$ cat config.mk
export PLATFORM = sky130hd
export DESIGN_NAME = mdr_seq_flat
export DESIGN_NICKNAME = d
export VERILOG_FILES = /design/src/rtl/mdr_seq_if.sv /design/src/rtl/mdr_seq.sv /design/src/flat_wrapper.sv
export SDC_FILE = /design/constraint.sdc
export NUM_CORES = 1
export LEC_CHECK = 0
export BUFFER_PORTS_ARGS = -buffer_cell sky130_fd_sc_hd__buf_2
export CAP_MARGIN = 20
export CORE_MARGIN = 8
export CORE_UTILIZATION = 42
export CTS_BUF_LIST = sky130_fd_sc_hd__clkbuf_4
export DETAILED_ROUTE_END_ITERATION = 12
export SETUP_SLACK_MARGIN = 0.5
export SYNTH_ARGS = -nofsm -noshare
export SYNTH_HDL_FRONTEND = slang
export SYNTH_SLANG_ARGS = --single-unit
$ cat constraint.sdc
create_clock -name clk -period 6.7 [get_ports clk]
set_clock_uncertainty 0.2 [all_clocks]
set_input_delay 0.335 -clock clk [delete_from_list [all_inputs] [get_ports clk]]
set_output_delay 0.335 -clock clk [all_outputs]
set_load 0.05 [all_outputs]
$ cat src/rtl/mdr_seq_if.sv
// Handshake and data bundle between an operand source and the mdr_seq unit.
interface mdr_seq_if #(
    parameter int DW = 16
);
    logic            i_start;
    logic            i_load;
    logic [DW-1:0]   i_data;
    logic [1:0]      i_op;
    logic            o_ready;
    logic            o_load_x;
    logic            o_load_y;
    logic            o_done;
    logic            o_error;
    logic [2*DW-1:0] o_result;
    logic [DW-1:0]   o_remainder;

    modport master (
        output i_start, i_load, i_data, i_op,
        input  o_ready, o_load_x, o_load_y, o_done, o_error, o_result, o_remainder
    );

    modport slave (
        input  i_start, i_load, i_data, i_op,
        output o_ready, o_load_x, o_load_y, o_done, o_error, o_result, o_remainder
    );
endinterface

$ cat src/rtl/mdr_seq.sv
// Sequential signed multiply / divide / square-root unit with serially loaded operands.
// One shared set of iteration registers (acc/b/m) serves all three iterative algorithms.
module mdr_seq #(
    parameter int DW = 16
) (
    input  logic     clk,
    input  logic     rst,
    mdr_seq_if.slave bus
);
    localparam int DW2 = 2 * DW;
    localparam int HW  = DW / 2;
    localparam int CW  = $clog2(DW + 1);

    localparam logic [2:0] S_IDLE   = 3'd0;
    localparam logic [2:0] S_LOAD_X = 3'd1;
    localparam logic [2:0] S_LOAD_Y = 3'd2;
    localparam logic [2:0] S_CHECK  = 3'd3;
    localparam logic [2:0] S_RUN    = 3'd4;
    localparam logic [2:0] S_DONE   = 3'd5;

    localparam logic [1:0] OP_MUL  = 2'b00;
    localparam logic [1:0] OP_DIV  = 2'b01;
    localparam logic [1:0] OP_SQRT = 2'b10;

    localparam logic [DW-1:0]  ONE_DW    = {{(DW-1){1'b0}}, 1'b1};
    localparam logic [DW2-1:0] ONE_DW2   = {{(DW2-1){1'b0}}, 1'b1};
    localparam logic [DW-1:0]  MIN_NEG   = {1'b1, {(DW-1){1'b0}}};
    localparam logic [DW-1:0]  ALL_ONES  = {DW{1'b1}};
    localparam logic [CW-1:0]  ONE_CW    = {{(CW-1){1'b0}}, 1'b1};
    localparam logic [CW-1:0]  LAST_FULL = CW'(DW - 1);
    localparam logic [CW-1:0]  LAST_HALF = CW'(HW - 1);

    function automatic logic [DW-1:0] neg_if(input logic c, input logic [DW-1:0] v);
        return c ? (~v + ONE_DW) : v;
    endfunction

    function automatic logic [DW2-1:0] neg_if2(input logic c, input logic [DW2-1:0] v);
        return c ? (~v + ONE_DW2) : v;
    endfunction

    logic [2:0]     state_q, state_d;
    logic [1:0]     op_q, op_d;
    logic [DW-1:0]  x_q, x_d, y_q, y_d;
    logic [CW-1:0]  cnt_q, cnt_d;
    logic [DW2-1:0] acc_q, acc_d, b_q, b_d;
    logic [DW-1:0]  m_q, m_d;
    logic           ready_q, ready_d, load_x_q, load_x_d, load_y_q, load_y_d;
    logic           done_q, done_d, error_q, error_d;
    logic [DW2-1:0] result_q, result_d;
    logic [DW-1:0]  rem_q, rem_d;

    logic           chk_err_s;
    logic           last_s;
    logic [DW2-1:0] it_acc_s, it_b_s;
    logic [DW-1:0]  it_m_s;
    logic [DW:0]    div_sh_s, div_d_s;
    logic [DW+1:0]  sq_rs_s, sq_trial_s;

    // Operand legality, evaluated while in CHECK.
    always_comb begin
        chk_err_s = 1'b0;
        case (op_q)
            OP_MUL:  chk_err_s = 1'b0;
            OP_DIV:  chk_err_s = (y_q == {DW{1'b0}}) || ((x_q == MIN_NEG) && (y_q == ALL_ONES));
            OP_SQRT: chk_err_s = x_q[DW-1];
            default: chk_err_s = 1'b1;
        endcase
    end

    // One iteration of the selected algorithm; m holds the shifting operand/quotient.
    always_comb begin
        it_acc_s   = acc_q;
        it_b_s     = b_q;
        it_m_s     = m_q;
        div_sh_s   = {acc_q[DW-1:0], m_q[DW-1]};
        div_d_s    = {1'b0, b_q[DW-1:0]};
        sq_rs_s    = {acc_q[DW-1:0], m_q[DW-1:DW-2]};
        sq_trial_s = {{(DW-HW){1'b0}}, b_q[HW-1:0], 2'b01};
        case (op_q)
            OP_MUL: begin
                it_acc_s = m_q[0] ? (acc_q + b_q) : acc_q;
                it_b_s   = {b_q[DW2-2:0], 1'b0};
                it_m_s   = {1'b0, m_q[DW-1:1]};
            end
            OP_DIV: begin
                // Partial remainder stays below the divisor, so DW bits always hold it.
                if (div_sh_s >= div_d_s) begin
                    it_acc_s = {{DW{1'b0}}, div_sh_s[DW-1:0] - div_d_s[DW-1:0]};
                    it_m_s   = {m_q[DW-2:0], 1'b1};
                end else begin
                    it_acc_s = {{DW{1'b0}}, div_sh_s[DW-1:0]};
                    it_m_s   = {m_q[DW-2:0], 1'b0};
                end
            end
            OP_SQRT: begin
                if (sq_rs_s >= sq_trial_s) begin
                    it_acc_s = {{(DW-2){1'b0}}, sq_rs_s - sq_trial_s};
                    it_b_s   = {{(DW2-HW){1'b0}}, b_q[HW-2:0], 1'b1};
                end else begin
                    it_acc_s = {{(DW-2){1'b0}}, sq_rs_s};
                    it_b_s   = {{(DW2-HW){1'b0}}, b_q[HW-2:0], 1'b0};
                end
                it_m_s = {m_q[DW-3:0], 2'b00};
            end
            default: begin
                it_acc_s = acc_q;
                it_b_s   = b_q;
                it_m_s   = m_q;
            end
        endcase
    end

    assign last_s = (cnt_q == ((op_q == OP_SQRT) ? LAST_HALF : LAST_FULL));

    // Sequencing, operand capture and result formatting.
    always_comb begin
        state_d  = state_q;
        op_d     = op_q;
        x_d      = x_q;
        y_d      = y_q;
        cnt_d    = cnt_q;
        acc_d    = acc_q;
        b_d      = b_q;
        m_d      = m_q;
        error_d  = error_q;
        result_d = result_q;
        rem_d    = rem_q;
        case (state_q)
            S_IDLE: begin
                if (bus.i_start) begin
                    state_d = S_LOAD_X;
                    op_d    = bus.i_op;
                    error_d = 1'b0;
                end else begin
                    state_d = S_IDLE;
                end
            end
            S_LOAD_X: begin
                if (bus.i_load) begin
                    x_d     = bus.i_data;
                    state_d = (op_q == OP_SQRT) ? S_CHECK : S_LOAD_Y;
                end else begin
                    state_d = S_LOAD_X;
                end
            end
            S_LOAD_Y: begin
                if (bus.i_load) begin
                    y_d     = bus.i_data;
                    state_d = S_CHECK;
                end else begin
                    state_d = S_LOAD_Y;
                end
            end
            S_CHECK: begin
                if (chk_err_s) begin
                    state_d  = S_DONE;
                    result_d = {DW2{1'b0}};
                    rem_d    = {DW{1'b0}};
                    error_d  = 1'b1;
                end else begin
                    state_d = S_RUN;
                    cnt_d   = {CW{1'b0}};
                    acc_d   = {DW2{1'b0}};
                    case (op_q)
                        OP_MUL: begin
                            b_d = {{DW{1'b0}}, neg_if(x_q[DW-1], x_q)};
                            m_d = neg_if(y_q[DW-1], y_q);
                        end
                        OP_DIV: begin
                            b_d = {{DW{1'b0}}, neg_if(y_q[DW-1], y_q)};
                            m_d = neg_if(x_q[DW-1], x_q);
                        end
                        default: begin
                            b_d = {DW2{1'b0}};
                            m_d = x_q;
                        end
                    endcase
                end
            end
            S_RUN: begin
                acc_d = it_acc_s;
                b_d   = it_b_s;
                m_d   = it_m_s;
                cnt_d = cnt_q + ONE_CW;
                if (last_s) begin
                    state_d = S_DONE;
                    case (op_q)
                        OP_MUL: begin
                            result_d = neg_if2(x_q[DW-1] ^ y_q[DW-1], it_acc_s);
                            rem_d    = {DW{1'b0}};
                        end
                        OP_DIV: begin
                            result_d = {{DW{result_sign(x_q[DW-1] ^ y_q[DW-1], it_m_s)}},
                                        neg_if(x_q[DW-1] ^ y_q[DW-1], it_m_s)};
                            rem_d    = neg_if(x_q[DW-1], it_acc_s[DW-1:0]);
                        end
                        default: begin
                            result_d = {{(DW2-HW){1'b0}}, it_b_s[HW-1:0]};
                            rem_d    = it_acc_s[DW-1:0];
                        end
                    endcase
                end else begin
                    state_d = S_RUN;
                end
            end
            S_DONE:  state_d = S_IDLE;
            default: state_d = S_IDLE;
        endcase
        ready_d  = (state_d == S_IDLE);
        load_x_d = (state_d == S_LOAD_X);
        load_y_d = (state_d == S_LOAD_Y);
        done_d   = (state_d == S_DONE);
    end

    function automatic logic result_sign(input logic c, input logic [DW-1:0] v);
        logic [DW-1:0] t;
        t = neg_if(c, v);
        return t[DW-1];
    endfunction

    // State and output registers with synchronous reset.
    always_ff @(posedge clk) begin
        if (rst) begin
            state_q  <= S_IDLE;
            op_q     <= 2'b00;
            x_q      <= {DW{1'b0}};
            y_q      <= {DW{1'b0}};
            cnt_q    <= {CW{1'b0}};
            acc_q    <= {DW2{1'b0}};
            b_q      <= {DW2{1'b0}};
            m_q      <= {DW{1'b0}};
            ready_q  <= 1'b1;
            load_x_q <= 1'b0;
            load_y_q <= 1'b0;
            done_q   <= 1'b0;
            error_q  <= 1'b0;
            result_q <= {DW2{1'b0}};
            rem_q    <= {DW{1'b0}};
        end else begin
            state_q  <= state_d;
            op_q     <= op_d;
            x_q      <= x_d;
            y_q      <= y_d;
            cnt_q    <= cnt_d;
            acc_q    <= acc_d;
            b_q      <= b_d;
            m_q      <= m_d;
            ready_q  <= ready_d;
            load_x_q <= load_x_d;
            load_y_q <= load_y_d;
            done_q   <= done_d;
            error_q  <= error_d;
            result_q <= result_d;
            rem_q    <= rem_d;
        end
    end

    assign bus.o_ready     = ready_q;
    assign bus.o_load_x    = load_x_q;
    assign bus.o_load_y    = load_y_q;
    assign bus.o_done      = done_q;
    assign bus.o_error     = error_q;
    assign bus.o_result    = result_q;
    assign bus.o_remainder = rem_q;
endmodule

$ cat src/flat_wrapper.sv
// flat-port wrapper written by rule: the top's interface ports become plain ports
module mdr_seq_flat 
#(
    parameter int DW = 16
)
  (clk, rst, bus_i_start, bus_i_load, bus_i_data, bus_i_op, bus_o_ready, bus_o_load_x, bus_o_load_y, bus_o_done, bus_o_error, bus_o_result, bus_o_remainder);
  mdr_seq_if #(.DW(DW)) bus_i ();
  input  logic clk;
  input  logic rst;
  input wire logic [$bits(bus_i.i_start)-1:0] bus_i_start;
  input wire logic [$bits(bus_i.i_load)-1:0] bus_i_load;
  input wire logic [$bits(bus_i.i_data)-1:0] bus_i_data;
  input wire logic [$bits(bus_i.i_op)-1:0] bus_i_op;
  output wire logic [$bits(bus_i.o_ready)-1:0] bus_o_ready;
  output wire logic [$bits(bus_i.o_load_x)-1:0] bus_o_load_x;
  output wire logic [$bits(bus_i.o_load_y)-1:0] bus_o_load_y;
  output wire logic [$bits(bus_i.o_done)-1:0] bus_o_done;
  output wire logic [$bits(bus_i.o_error)-1:0] bus_o_error;
  output wire logic [$bits(bus_i.o_result)-1:0] bus_o_result;
  output wire logic [$bits(bus_i.o_remainder)-1:0] bus_o_remainder;
  assign bus_i.i_start = bus_i_start;
  assign bus_i.i_load = bus_i_load;
  assign bus_i.i_data = bus_i_data;
  assign bus_i.i_op = bus_i_op;
  assign bus_o_ready = bus_i.o_ready;
  assign bus_o_load_x = bus_i.o_load_x;
  assign bus_o_load_y = bus_i.o_load_y;
  assign bus_o_done = bus_i.o_done;
  assign bus_o_error = bus_i.o_error;
  assign bus_o_result = bus_i.o_result;
  assign bus_o_remainder = bus_i.o_remainder;
  mdr_seq #(.DW(DW)) u_core (.clk(clk), .rst(rst), .bus(bus_i));
endmodule
### Word-level counts from Yosys, hierarchy flattened

Cells that the tools add are included.

| word-level totals | value |
|---|---|
| register bits after elaboration | 175 |
| bits of input ports | 22 |
| output and inout bits | 53 |
| logic and storage cells | 108 |

| cells by class | value |
|---|---|
| add/subtract/negate cells | 9 |
| $lt $le $gt $ge | 2 |
| eq/ne operators | 17 |
| muxes and demuxes | 43 |
| bitwise operators | 6 |
| reduce and logical (&&, ||, !) cells | 15 |

Operators with widths:

| kind | number |
|---|---|
| 32-bit one-hot mux with 2 select lines | 5 |
| 32-bit two-way mux | 6 |
| 16-bit one-hot mux with 2 select lines | 5 |
| 16-bit two-way mux | 8 |
| 32-bit one-hot mux with 3 select lines | 1 |
| 16-bit by 1-bit adder with 16-bit output, second input constant | 4 |
| 16-bit NOT | 4 |
| 16-bit one-hot mux with 3 select lines | 1 |
| 32-bit by 1-bit adder with 32-bit output, second input constant | 1 |
| 32-bit adder | 1 |
| 16-bit == test, second input constant | 2 |
| 32-bit NOT | 1 |
| 18-bit by 10-bit greater-or-equal comparator with 1-bit output | 1 |
| 18-bit two-way mux | 1 |
| 18-bit by 10-bit subtractor with 18-bit output | 1 |
| 17-bit by 16-bit greater-or-equal comparator with 1-bit output | 1 |
| 16-bit zero test | 1 |
| 16-bit subtractor | 1 |
| 3-bit one-hot mux with 5 select lines | 1 |
| 5-bit one-hot mux with 2 select lines | 1 |
| 3-bit by 2-bit == test with 1-bit output, second input constant | 3 |
| 1-bit two-way mux | 9 |
| 3-bit AND reduction | 3 |
| 2-bit AND reduction | 4 |
| other kinds (20) | 26 |

### Logic depth before layout (Yosys ltp)

| logic depth | value |
|---|---|
| depth after elaboration | 9 |
| depth in mapped cells | 19 |

### Worst setup path after synthesis

Ideal clock, no wire load.

| timing path | value |
|---|---|
| path type | reg-to-reg |
| from | reg u_core.b_q[1] |
| to | reg u_core.result_q[22], in the netlist u_core.bus.o_result[22] |
| setup time | 0.141 ns |
| arrival time | 4.254 ns |
| data required time | 6.359 ns |
| path slack | 2.105 ns |
| cell stages (with the launch flop) | 19 |
| path buffers | 2 |
| path through | dfxtp_1 inv_1 ha_1 nor2b_1 o2111ai_1 a211oi_1 o31ai_2 buf_6 mux2i_1 o221a_2 ha_1 and4b_1 nand4b_1 or2_2 nor4b_1 buf_2 nand3_1 a41oi_1 o221ai_1 |

| on the way | value |
|---|---|
| longest elaborated chain between the ends | 9 |

Ends and longest elaborated chain:

| element | RTL line | text |
|---|---|---|
| from (decl) | mdr_seq.sv:45 | `logic [DW2-1:0] acc_q, acc_d, b_q, b_d;` |
| from (signal assigned) | mdr_seq.sv:230 | `b_q <= {DW2{1'b0}};` |
| 32-bit adder, or another cell as far along | mdr_seq.sv:81 | `it_acc_s = m_q[0] ? (acc_q + b_q) : acc_q;` |
| 32-bit two-way mux, or another cell as far along | mdr_seq.sv:81 |  |
| 32-bit one-hot mux with 3 select lines or 16-bit one-hot mux with 3 select lines (tied branches) | mdr_seq.sv:79 | `case (op_q)` |
| 32-bit NOT or 16-bit NOT (tied branches) | mdr_seq.sv:38, mdr_seq.sv:34 |  |
| 32-bit by 1-bit adder with 32-bit output or 16-bit by 1-bit adder with 16-bit output (tied branches) | mdr_seq.sv:38, mdr_seq.sv:34 |  |
| 32-bit two-way mux or 16-bit two-way mux (tied branches) | mdr_seq.sv:38, mdr_seq.sv:34 |  |
| 32-bit one-hot mux with 2 select lines (*) | mdr_seq.sv:187 | `case (op_q)` |
| 32-bit two-way mux (*) | mdr_seq.sv:185 | `if (last_s) begin` |
| 32-bit one-hot mux with 2 select lines (*) | mdr_seq.sv:128 | `case (state_q)` |
| to (signal assigned) | mdr_seq.sv:237 | `result_q <= {DW2{1'b0}};` |
| to (signal assigned) | mdr_seq.sv:253 | `result_q <= result_d;` |
| to (decl) | mdr_seq.sv:49 | `logic [DW2-1:0] result_q, result_d;` |

Mark *: on every way between the ends. The rest lies on a longest branch, timed or not. The select of a mux whose other input is x is not followed.
A chain may end at the register's enable or synchronous reset.

### Worst setup path in the final report

Ends and elaborated chain as after synthesis.

==> qor.txt <==
Die Ht = 203 um
Post-Route WL = 59,300 um
first-pass GRT wire length = 91,800 um
largest family of logic cells by synthesized area = compound AO/OA/AOI/OAI gates
final setup violating endpoints = 0
Static Leak = 0.00601 uW
Clk network pwr share = 0.296
NetSw = 946 uW
period utilization = 0.858
Logic pwr share = 0.272
DRT antenna net count = 0
RD Place Congestion = 1.03
Clock Latency Late Sink = 660 ps
# rows = 68
Final Critical Period = 5750 ps
simple-gate share of the synthesized area = 0.250
Internal = 1590 uW
nets = 2,148
postcts setup bufs = 0
post-DR vias/cell = 6.54
FMAX = 174 MHz
FF/Latch Area = 3510 um2
Core ar. = 34,500 um2
TritonCTS buffer count = 17
largest net degree at the start of global routing = 100
mux share of post-synthesis cell area = 0.0365
DP Worst Slack = 1100 ps
Worst Setup End Kind = flip-flop
initial antenna violation count = 2
worst path required time = 7020 ps
Initial Utilization = 0.427
vias in the first global route = 15,200
Power Dens Cells = 158 nW/um2
sequential area share after synthesis = 0.238
Setup WS post-layout = 950 ps
CTS tree = built
Clock Tree Buf Depth = 2
synthesized area per cell = 7.18 um2
Syn-to-layout area delta = 8.87%
DIE WIDTH = 203 um
post-synthesis async set-or-reset flop share = 0
sequential share of power = 0.432
maximum VDD drop = 160 uV
Yosys warnings = 0
Top FF cell, synth = dfxtp_1
full die area = 41,400 um2
Hold Crit Class = input pin to flip-flop
max cap viols = 0
Worst Path Class, Setup = flip-flop to flip-flop
synthesized instance count = 2,053
Slew Limit Fails = 0
Compound-Gate Fraction of Synth Area = 0.321
Synth Area in Adders = 0.0562
layout filler cell count = 3,606
Mapped Area = 14,700 um2
CP Launch Type = flip-flop
share of cells above drive strength 1 = 0.101
drt pass-1 iters = 6
clock slew at reported path FFs = 170 ps
number of flops mapped to enable cells by yosys = 0
Synth Area in XOR/XNOR = 0.0457
Detail Placement HPWL = 43,500 um
root buffer cell = clkbuf_4
Syn Nets = 2,140
Critical Path AT = 6070 ps
port buffer count = 74
Num Clock Sinks = 175
worst-path maximum fanout = 21
DR vias = 16,500
area of the multi-input gates = 10,500 um2
Top-Level Pins = 75
status = completed
GRT Residual Overflow = 0
initial DRC count = 2,216
Seq cells post-synth = 175
worst slew pin tran = 1160 ps
DRC = 0
unrepaired setup endpoints after global routing = false
Final TNS setup = 0 ps
Routed WL per cell = 23.4 um
final hold vios = 0
# H-tree levels = 4
switching share of total power = 0.373
Unique masters post-synth = 91
normalized max-slew margin = 0.224
GRT Total Usage = 0.279
[registers in the layout, summed over array words and instances (netlist names), 2 cells and up]
register,flops
u_core.bus.o_remainder,16
u_core.x_q,16
u_core.b_q,32
u_core.op_q,2
u_core.cnt_q,5
u_core.y_q,16
u_core.bus.o_result,32
u_core.state_q,3
u_core.m_q,16
u_core.acc_q,32
[cell type report]
| class | count | area share |
|---|---|---|
| well taps | 455 | 0.0355 |
| repair buffers | 141 | 0.0583 |
| flip-flops and latches | 175 | 0.219 |
| multi-input cells | 1675 | 0.654 |
| clock inverters | 15 | 0.0129 |
| diodes | 2 | 0.000312 |
| inverters | 51 | 0.0119 |
| clock buffers | 17 | 0.00795 |
[worst paths after layout]
path / cells after the start / slack (ps) / from / endpoint
hold reg to reg: 2 / 270 / u_core.bus.o_result[10]$_SDFFE_PP0P_ / u_core.bus.o_result[10]$_SDFFE_PP0P_
setup / recovery: 18 / 950 / u_core.b_q[1]$_SDFFE_PP0P_ / u_core.bus.o_result[22]$_SDFFE_PP0P_
setup reg to reg: 18 / 950 / u_core.b_q[1]$_SDFFE_PP0P_ / u_core.bus.o_result[22]$_SDFFE_PP0P_
hold / removal: 3 / 230 / bus_i_start / u_core.bus.o_ready$_SDFF_PP1_
[synthesized netlist by cell type (21+ instances only)]
cell type	instances	area (um2)
o211ai_1	32	240
nand2_1	259	972
xnor2_1	44	385
clkbuf_1	123	462
o21ai_0	78	390
nand4_1	28	175
a31oi_1	37	231
xor2_1	33	289
inv_1	50	188
a21o_1	21	158
a21oi_1	229	1150
dfxtp_1	175	3500
nor2_1	225	845
a22oi_1	39	293
or3_1	23	144
nand2b_1	21	131
o21a_1	28	210
o31ai_1	21	158
ha_1	63	788
a211oi_1	45	338
nor3_1	52	260
nand3_1	70	350
a221oi_1	21	184
[worst max-delay path: stages, from the launching register on]
cell and delay, ps:
dfxtp_1 550, inv_1 170, ha_1 370, nor2b_1 190, o2111ai_1 210, a211oi_1 700, o31ai_2 150, buf_4 250
mux2i_1 190, o221a_2 310, ha_1 240, and4b_1 300, nand4b_1 290, or2_2 440, nor4b_1 350, buf_4 240
nand3_1 90, a41oi_1 230, o221ai_1 130
[per-layer routing]
layer / track usage / wire length (um) / vias to the layer above
li1: - / - / 7654
met1: 0.393 / 26200 / 7892
met2: 0.426 / 25600 / 899
met3: 0.0490 / 5680 / 101
met4: 0.0904 / 1800 / 0
met5: 0 / 0 / -
[cell usage in the layout (no fill, tap or decap), types with 13 or more instances in the layout]
cell,count
a2111oi_0,13
a211oi_1,45
a21o_1,21
a21oi_1,228
a221oi_1,21
a22oi_1,39
a31oi_1,37
and3_1,14
buf_2,75
buf_4,41
clkbuf_4,17
dfxtp_1,173
dlygate4sd3_1,23
ha_1,63
inv_1,50
mux2i_1,20
nand2_1,258
nand2b_1,20
nand3_1,70
nand4_1,28
nor2_1,222
nor2b_1,17
nor3_1,50
nor4_1,17
o211ai_1,32
o21a_1,28
o21ai_0,78
o22ai_1,14
o31ai_1,21
or3_1,23
xnor2_1,43
xor2_1,32
[power groups by stage]
stage	clock, uW	sequential (uW)	combinational (uW)
detailed placement	0	1120	655
global placement	0	1110	651
finish	749	1090	690
global route	793	1100	736
CTS	755	1090	669
floorplan	0	1100	464
[metrics by stage]
stage | hold slack, ps | area, um2 | total power (uW) | cells | util
3_3_place_gp | 244 | 15500 | 1770 | 2471 | 0.448
4_1_cts | 185 | 16000 | 2520 | 2528 | 0.464
6_report | 229 | 16100 | 2530 | 2531 | 0.465
5_1_grt | 237 | 16100 | 2630 | 2531 | 0.465
2_1_floorplan | 237 | 14700 | 1560 | 2053 | -
3_5_place_dp | 244 | 15500 | 1770 | 2473 | 0.448
[kinds of logic (layout without fill, tap and decap cells)]
group,Yosys count,count (layout)
xor gates and xnor gates,77,77
DFF,175,175
other,0,2
and+or+nand+nor,787,787
muxes,38,38
AOI/OAI and AO/OA,708,708
adders and majority gates,65,65
buffers and inverters,203,224
[repair_timing]
action	CTS	global route
hold buffers	23	0
endpoints found under the hold margin	80	0
endpoints found under the setup margin	0	0
gates resized for setup	0	0
Power figures use the tool's default switching activity.
